--- src/rtl/cpu_ctrl_pkg.sv ---
// Shared definitions for the hardwired control unit: datapath element
// indices, opcode encodings, IR field positions and the sequencer state enum.
package cpu_ctrl_pkg;

  // Datapath element indices (bit position in enable / busSelect)
  localparam logic [4:0] EL_R0     = 5'd0;
  localparam logic [4:0] EL_HI     = 5'd16;
  localparam logic [4:0] EL_LO     = 5'd17;
  localparam logic [4:0] EL_ZLO    = 5'd18;
  localparam logic [4:0] EL_ZHI    = 5'd19;
  localparam logic [4:0] EL_PC     = 5'd20;
  localparam logic [4:0] EL_MDR    = 5'd21;
  localparam logic [4:0] EL_INPORT = 5'd22;
  localparam logic [4:0] EL_IR     = 5'd23;
  localparam logic [4:0] EL_Z      = 5'd24;
  localparam logic [4:0] EL_MAR    = 5'd25;
  localparam logic [4:0] EL_Y      = 5'd26;

  // Opcode encodings
  localparam logic [4:0] OP_ADD  = 5'b00011;
  localparam logic [4:0] OP_SUB  = 5'b00100;
  localparam logic [4:0] OP_AND  = 5'b00101;
  localparam logic [4:0] OP_OR   = 5'b00110;
  localparam logic [4:0] OP_SHR  = 5'b00111;
  localparam logic [4:0] OP_SHRA = 5'b01000;
  localparam logic [4:0] OP_SHL  = 5'b01001;
  localparam logic [4:0] OP_ROR  = 5'b01010;
  localparam logic [4:0] OP_ROL  = 5'b01011;
  localparam logic [4:0] OP_MUL  = 5'b01111;
  localparam logic [4:0] OP_DIV  = 5'b10000;
  localparam logic [4:0] OP_NEG  = 5'b10001;
  localparam logic [4:0] OP_NOT  = 5'b10010;
  localparam logic [4:0] OP_NOP  = 5'b11010;
  localparam logic [4:0] OP_HALT = 5'b11011;

  // IR field positions
  localparam int OPC_MSB = 31;
  localparam int OPC_LSB = 27;
  localparam int RA_MSB  = 26;
  localparam int RA_LSB  = 23;
  localparam int RB_MSB  = 22;
  localparam int RB_LSB  = 19;
  localparam int RC_MSB  = 18;
  localparam int RC_LSB  = 15;

  typedef enum logic [3:0] {
    S_IDLE, S_T0, S_T1, S_T2, S_T3, S_T4, S_T5, S_T6, S_HALT
  } state_t;

  // One-hot mask selecting a single datapath element
  function automatic logic [31:0] onehot(input logic [4:0] idx);
    onehot = 32'd1 << idx;
  endfunction

endpackage

--- src/rtl/instr_decode.sv ---
// Combinational opcode classifier: exactly one class flag is high for any opcode.
module instr_decode
  import cpu_ctrl_pkg::*;
(
  input  logic [4:0] opcode,
  output logic       is_alu,
  output logic       is_unary,
  output logic       is_muldiv,
  output logic       is_nop,
  output logic       is_halt,
  output logic       is_illegal
);

  // Classify the opcode into the execute-sequence family it uses
  always_comb begin
    is_alu     = 1'b0;
    is_unary   = 1'b0;
    is_muldiv  = 1'b0;
    is_nop     = 1'b0;
    is_halt    = 1'b0;
    is_illegal = 1'b0;
    case (opcode)
      OP_ADD, OP_SUB, OP_AND, OP_OR, OP_SHR,
      OP_SHRA, OP_SHL, OP_ROR, OP_ROL:       is_alu     = 1'b1;
      OP_NEG, OP_NOT:                        is_unary   = 1'b1;
      OP_MUL, OP_DIV:                        is_muldiv  = 1'b1;
      OP_NOP:                                is_nop     = 1'b1;
      OP_HALT:                               is_halt    = 1'b1;
      default:                               is_illegal = 1'b1;
    endcase
  end

endmodule

--- src/rtl/control_sequencer.sv ---
// Hardwired control sequencer for the single-bus datapath.
// Fetch runs T0-T2, execute runs T3-T6 depending on the instruction class.
// Build option: CU_ILLEGAL_TRAP_EN makes an undefined opcode trap into HALT
// (no retire) instead of behaving as a NOP with an illegal pulse.
// state_dbg exposes the present FSM state for observation.
module control_sequencer
  import cpu_ctrl_pkg::*;
#(
  parameter int IR_W  = 32,
  parameter int CNT_W = 16
) (
  input  logic             clk,
  input  logic             clr,
  input  logic             run,
  input  logic [IR_W-1:0]  ir,
  output logic [31:0]      enable,
  output logic [31:0]      busSelect,
  output logic             MR_Read,
  output logic [4:0]       alu_op,
  output logic             inc_pc,
  output logic             halted,
  output logic             illegal,
  output logic [CNT_W-1:0] instr_count,
  output logic [3:0]       state_dbg
);

  state_t state, next_state;
  logic   retire;
  logic   is_alu, is_unary, is_muldiv, is_nop, is_halt, is_illegal;

  logic [4:0] ra_el, rb_el, rc_el;
  logic       ir_low_unused;

  assign ra_el = {1'b0, ir[RA_MSB:RA_LSB]};
  assign rb_el = {1'b0, ir[RB_MSB:RB_LSB]};
  assign rc_el = {1'b0, ir[RC_MSB:RC_LSB]};
  assign ir_low_unused = ^ir[RC_LSB-1:0];

  instr_decode u_decode (
    .opcode     (ir[OPC_MSB:OPC_LSB]),
    .is_alu     (is_alu),
    .is_unary   (is_unary),
    .is_muldiv  (is_muldiv),
    .is_nop     (is_nop),
    .is_halt    (is_halt),
    .is_illegal (is_illegal)
  );

  // State register; clr forces IDLE asynchronously
  always_ff @(posedge clk or negedge clr) begin
    if (!clr) state <= S_IDLE;
    else      state <= next_state;
  end

  // Next-state and per-state control decode
  always_comb begin
    next_state = state;
    enable     = 32'd0;
    busSelect  = 32'd0;
    MR_Read    = 1'b0;
    inc_pc     = 1'b0;
    illegal    = 1'b0;
    retire     = 1'b0;
    case (state)
      S_IDLE: if (run) next_state = S_T0;
      S_T0: begin
        busSelect  = onehot(EL_PC);
        enable     = onehot(EL_MAR) | onehot(EL_Z);
        inc_pc     = 1'b1;
        next_state = S_T1;
      end
      S_T1: begin
        busSelect  = onehot(EL_ZLO);
        enable     = onehot(EL_PC) | onehot(EL_MDR);
        MR_Read    = 1'b1;
        next_state = S_T2;
      end
      S_T2: begin
        busSelect  = onehot(EL_MDR);
        enable     = onehot(EL_IR);
        next_state = S_T3;
      end
      S_T3: begin
        if (is_alu) begin
          busSelect  = onehot(rb_el);
          enable     = onehot(EL_Y);
          next_state = S_T4;
        end else if (is_unary) begin
          busSelect  = onehot(rb_el);
          enable     = onehot(EL_Z);
          next_state = S_T4;
        end else if (is_muldiv) begin
          busSelect  = onehot(ra_el);
          enable     = onehot(EL_Y);
          next_state = S_T4;
        end else if (is_halt) begin
          retire     = 1'b1;
          next_state = S_HALT;
        end else if (is_nop) begin
          retire     = 1'b1;
          next_state = run ? S_T0 : S_IDLE;
        end else if (is_illegal) begin
          illegal    = 1'b1;
`ifdef CU_ILLEGAL_TRAP_EN
          next_state = S_HALT;
`else
          retire     = 1'b1;
          next_state = run ? S_T0 : S_IDLE;
`endif
        end else begin
          next_state = S_IDLE;
        end
      end
      S_T4: begin
        if (is_alu) begin
          busSelect  = onehot(rc_el);
          enable     = onehot(EL_Z);
          next_state = S_T5;
        end else if (is_unary) begin
          busSelect  = onehot(EL_ZLO);
          enable     = onehot(ra_el);
          retire     = 1'b1;
          next_state = run ? S_T0 : S_IDLE;
        end else if (is_muldiv) begin
          busSelect  = onehot(rb_el);
          enable     = onehot(EL_Z);
          next_state = S_T5;
        end else begin
          next_state = S_IDLE;
        end
      end
      S_T5: begin
        if (is_alu) begin
          busSelect  = onehot(EL_ZLO);
          enable     = onehot(ra_el);
          retire     = 1'b1;
          next_state = run ? S_T0 : S_IDLE;
        end else if (is_muldiv) begin
          busSelect  = onehot(EL_ZLO);
          enable     = onehot(EL_LO);
          next_state = S_T6;
        end else begin
          next_state = S_IDLE;
        end
      end
      S_T6: begin
        busSelect  = onehot(EL_ZHI);
        enable     = onehot(EL_HI);
        retire     = 1'b1;
        next_state = run ? S_T0 : S_IDLE;
      end
      S_HALT:  next_state = S_HALT;
      default: next_state = S_IDLE;
    endcase
  end

  // ALU opcode is presented whenever Z is loading
  assign alu_op    = enable[EL_Z] ? ir[OPC_MSB:OPC_LSB] : 5'd0;
  assign halted    = (state == S_HALT);
  assign state_dbg = state;

  // Retired-instruction counter, wraps naturally
  always_ff @(posedge clk or negedge clr) begin
    if (!clr)        instr_count <= '0;
    else if (retire) instr_count <= instr_count + 1'b1;
  end

endmodule

--- config.mk ---
export PLATFORM = sky130hd
export DESIGN_NAME = control_sequencer
export DESIGN_NICKNAME = d
export VERILOG_FILES = /design/src/rtl/cpu_ctrl_pkg.sv /design/src/rtl/instr_decode.sv /design/src/rtl/control_sequencer.sv
export SDC_FILE = /design/constraint.sdc
export NUM_CORES = 1
export LEC_CHECK = 0
export ABC_AREA = 1
export BUFFER_PORTS_ARGS = -buffer_cell sky130_fd_sc_hd__buf_2
export CORE_ASPECT_RATIO = 0.75
export CORE_MARGIN = 2
export CORE_UTILIZATION = 47
export CTS_CLUSTER_DIAMETER = 100
export CTS_CLUSTER_SIZE = 30
export DETAILED_ROUTE_END_ITERATION = 12
export GPL_ROUTABILITY_DRIVEN = 0
export GPL_TIMING_DRIVEN = 1
export PLACE_DENSITY = 0.9
export SLEW_MARGIN = 25
export SYNTH_ARGS = -nofsm -noshare
export SYNTH_HDL_FRONTEND = slang
export SYNTH_SLANG_ARGS = --single-unit
--- constraint.sdc ---
create_clock -name clk -period 1.9 [get_ports clk]
set_input_delay 0.095 -clock clk [delete_from_list [all_inputs] [get_ports clk]]
set_output_delay 0.095 -clock clk [all_outputs]
set_load 0.1 [all_outputs]
==> results.yml <==
power:
  power_leakage_uw: 0.00214
  pwr-share-comb_pct: 79.7
  total_power_uw: 6360
  internal_power_uw: 2200
  seqPwrFrac_pct: 12.8
  ir_drop_mv: 1.37
  clockPowerShare_pct: 7.5
  power_density_nw_per_um2: 1280
  p_switching_uw: 4170
  sw_frac_of_total_pct: 65.5
layout:
  n_antenna_cell: 0
  final_util_pct: 94.0
  syn2layout_area_growth_pct: 94.9
  drive_gt1_share_pct: 47.3
  finalNetCount: 585
  fin_cells: 623
logic_synthesis:
  syn_area_um2: 2540
  synth.largest_area_cell: "dfrtp_1"
  ys_seq_area_share_pct: 19.7
  netlist_instances: 428
  async_flop_share_pct: 100
  synth_top_area_share_pct: 19.7
  avgSynthCellArea_um2: 5.94
  yosysWarningCount: 0
  synth_seq_cells: 20
  synth.distinct_cells: 38
  synth_enable_flop_cells: 0
  ys.flop_type: "dfrtp_1"
  ys_top_cells_by_area: "dfrtp_1 20%, nand2_1 12%, nor2_1 8.6%"
clocking:
  clk_pin_slew_ns: 0.10
  clk_path_buf_depth: 2
  cts_made_buffers: 3
  cts_tree: "built"
  cts.sinks: 20
  htree_levels: 1
  root_buffer: "clkbuf_8"
  insertion_delay_ns: 0.29
sta:
  setup_ws_ns: -0.467
  min_period_over_period_pct: 125
  setup_violations: 52
  max_freq_ghz: 0.422
  tightest_slew_ns: 0.605
  hold_viol: 0
  slew_headroom_pct: 59.3
  rsz0062_at_grt: "yes"
  period_needed_ns: 2.37
  slew_viol_final: 0
  clock-skew-final_ns: 0.0107
place:
  dpl.cell_count: 593
  port_buffers: 92
  post-dp-hpwl_um: 7200
routing:
  drt_iter0_markers: 693
  drt-vias-per-instance: 6.85
  ant_nets: 0
  wl_per_cell_um: 25.9
  drcViolationCount: 0
  wirelength_um: 16100
  first_pass_iters: 12
  vias: 4267
status:
  violations: "negative setup slack"
  status: "complete, but fails checks"
floorplan:
  core_um2: 5270
  pin_count: 128
  dieWidth_um: 88.9
  rows: 23
  die_area_um2: 6020
  start_util_pct: 48.3
  die_h_um: 67.7
worst_setup_path:
  critPathMaxFanout: 5
  setup.worst_path.start: "ir[25]"
  cp_common_cell: "inv_1"
  cpMaxStageDelayCell: "nor2_1"
  critPathKind: "in -> out"
  startpoint_type: "input pin"
  endpoint_kind: "output port"
  cp_cell_sequence: "buf_2 > inv_1 > nand3_1 > nor2_1 > inv_1 > o21ai_0 > nand2_4 > o21ai_4 > buf_12"
  required_ns: 1.80
  reg2reg_depth: 12
  max_stage_delay_ns: 0.52
  ff2ff_setup_slack_ns: -0.09
  r2r-start: "state_dbg[3]$_DFFE_PN0P_"
  crit_arrival_ns: 2.27
min_path:
  whs_path_depth: 3
  min_path_type: "in -> reg"
  min_from: "run"
global_routing:
  grt_pass1_wl_um: 18800
  track_usage_pct: 40.7
  antenna_found_initial: 0
  grt_overflow_total: 0
  grt_max_degree: 26
  grt_pass1_vias: 3575
job:
  max-cap-violations: 0
-- logic make-up (layout without fill, tap and decap cells) --
logic type               Yosys count  count (layout)  synth area share, %
buffers and inverters            103             202                 20.1
XOR/XNOR                           9               9                 3.40
adder cells (fa/ha/maj)            1               1                0.492
other                              1              20                0.148
AO/OA/AOI/OAI                     64              64                 13.9
AND/OR/NAND/NOR                  230             232                 42.2
flip-flops                        20              20                 19.7
-- flip-flops by register name, indices dropped and copies added (netlist names) --
| name | flops |
|---|---|
| state_dbg | 4 |
| instr_count | 16 |
-- final timing paths --
kind / endpoint
setup / recovery: busSelect[10]
hold / removal: state_dbg[0]$_DFFE_PN0P_
setup reg to reg: instr_count[2]$_DFFE_PN0P_
hold reg to reg: instr_count[15]$_DFFE_PN0P_
max in group asynchronous: state_dbg[2]$_DFFE_PN0P_
min in group asynchronous: instr_count[3]$_DFFE_PN0P_
-- worst max-delay path, delay by kind of cell --
family,cells,cell delay [ns]
AO/OA/AOI/OAI,2,0.55
AND/OR/NAND/NOR,3,0.90
buffers and inverters,4,0.73
-- final cells by class --
| class | instances | area [µm²] |
|---|---|---|
| Tap cell | 75 | 93.8 |
| Sequential cell | 20 | 515 |
| Clock buffer | 3 | 41.3 |
| Inverter | 62 | 275 |
| Multi-Input combinational cell | 326 | 2290 |
| Clock inverter | 1 | 30.0 |
| Timing Repair Buffer | 136 | 1700 |
| Fill cell | 160 | 314 |
-- power by group through the flow --
| stage | registers [µW] | clock network [µW] | logic, µW |
|---|---|---|---|
| 5_1_grt | 814 | 482 | 5180 |
| 3_5_place_dp | 741 | 0 | 4230 |
| 3_3_place_gp | 729 | 0 | 4150 |
| 2_1_floorplan | 1660 | 0 | 2320 |
| 6_report | 814 | 476 | 5070 |
| 4_1_cts | 744 | 443 | 4440 |
-- cells in the mapped netlist, types with 3 or more instances --
cell,n
nand2_1,79
o21ai_1,9
nand2_2,4
nor4_1,4
inv_1,56
nand3_2,3
nor3_1,25
dfrtp_1,20
buf_2,6
nand4_1,15
a31oi_1,5
nand3_1,31
xor2_1,6
o21ai_0,29
inv_2,4
buf_6,3
a21oi_1,6
clkbuf_1,7
buf_4,25
nor2_1,58
o22ai_1,10
-- per-layer routing --
| layer | part of all wire (%) | wire length (µm) | vias up | track usage [%] |
|---|---|---|---|---|
| li1 | - | - | 1610 | - |
| met1 | 32 | 5170 | 1920 | 52.0 |
| met2 | 43 | 6890 | 540 | 65.6 |
| met3 | 15 | 2470 | 195 | 7.95 |
| met4 | 9.6 | 1550 | 2 | 20.5 |
| met5 | 0.21 | 34 | - | 0 |
-- layout by cell type, fill, tap and decap left out, types with 5 or more instances in the layout --
cell type / n
nor2_4: 22
nand2_2: 12
a21oi_1: 5
nand2_4: 12
nor2_1: 33
o21ai_1: 10
nand2_1: 57
nand4_1: 15
nand2_8: 5
nand3_1: 25
dfrtp_1: 16
xor2_1: 6
o22ai_1: 9
buf_2: 39
nor3_4: 10
nor3_1: 16
nand3_4: 5
inv_1: 44
conb_1: 20
o21ai_4: 9
o21ai_0: 15
inv_2: 7
buf_4: 30
buf_12: 56
buf_6: 6
nand3_2: 5
-- repair_timing --
action                                  in CTS  in global routing
gates cloned                                 1                  3
pin swaps                                   12                 25
buffers inserted                            10                 11
resized for setup                           54                 56
hold buffers                                 1                  0
endpoints found under the hold margin       20                  0
endpoints found under the setup margin      43                 57
-- per-stage QoR --
step           hold WS (ns)  setup WS (ns)  instance area (µm²)  setup TNS, ns
3_3_place_gp         0.0574         0.0219                 4240              0
5_1_grt               0.124         -0.559                 4950          -9.52
3_5_place_dp         0.0718        -0.0434                 4240         -0.192
2_1_floorplan        -0.201         -0.706                 3070         -23.25
4_1_cts               0.130         -0.157                 4590          -1.90
6_report              0.112         -0.467                 4950          -7.37
No activity file was read; power rests on OpenSTA's default activity.
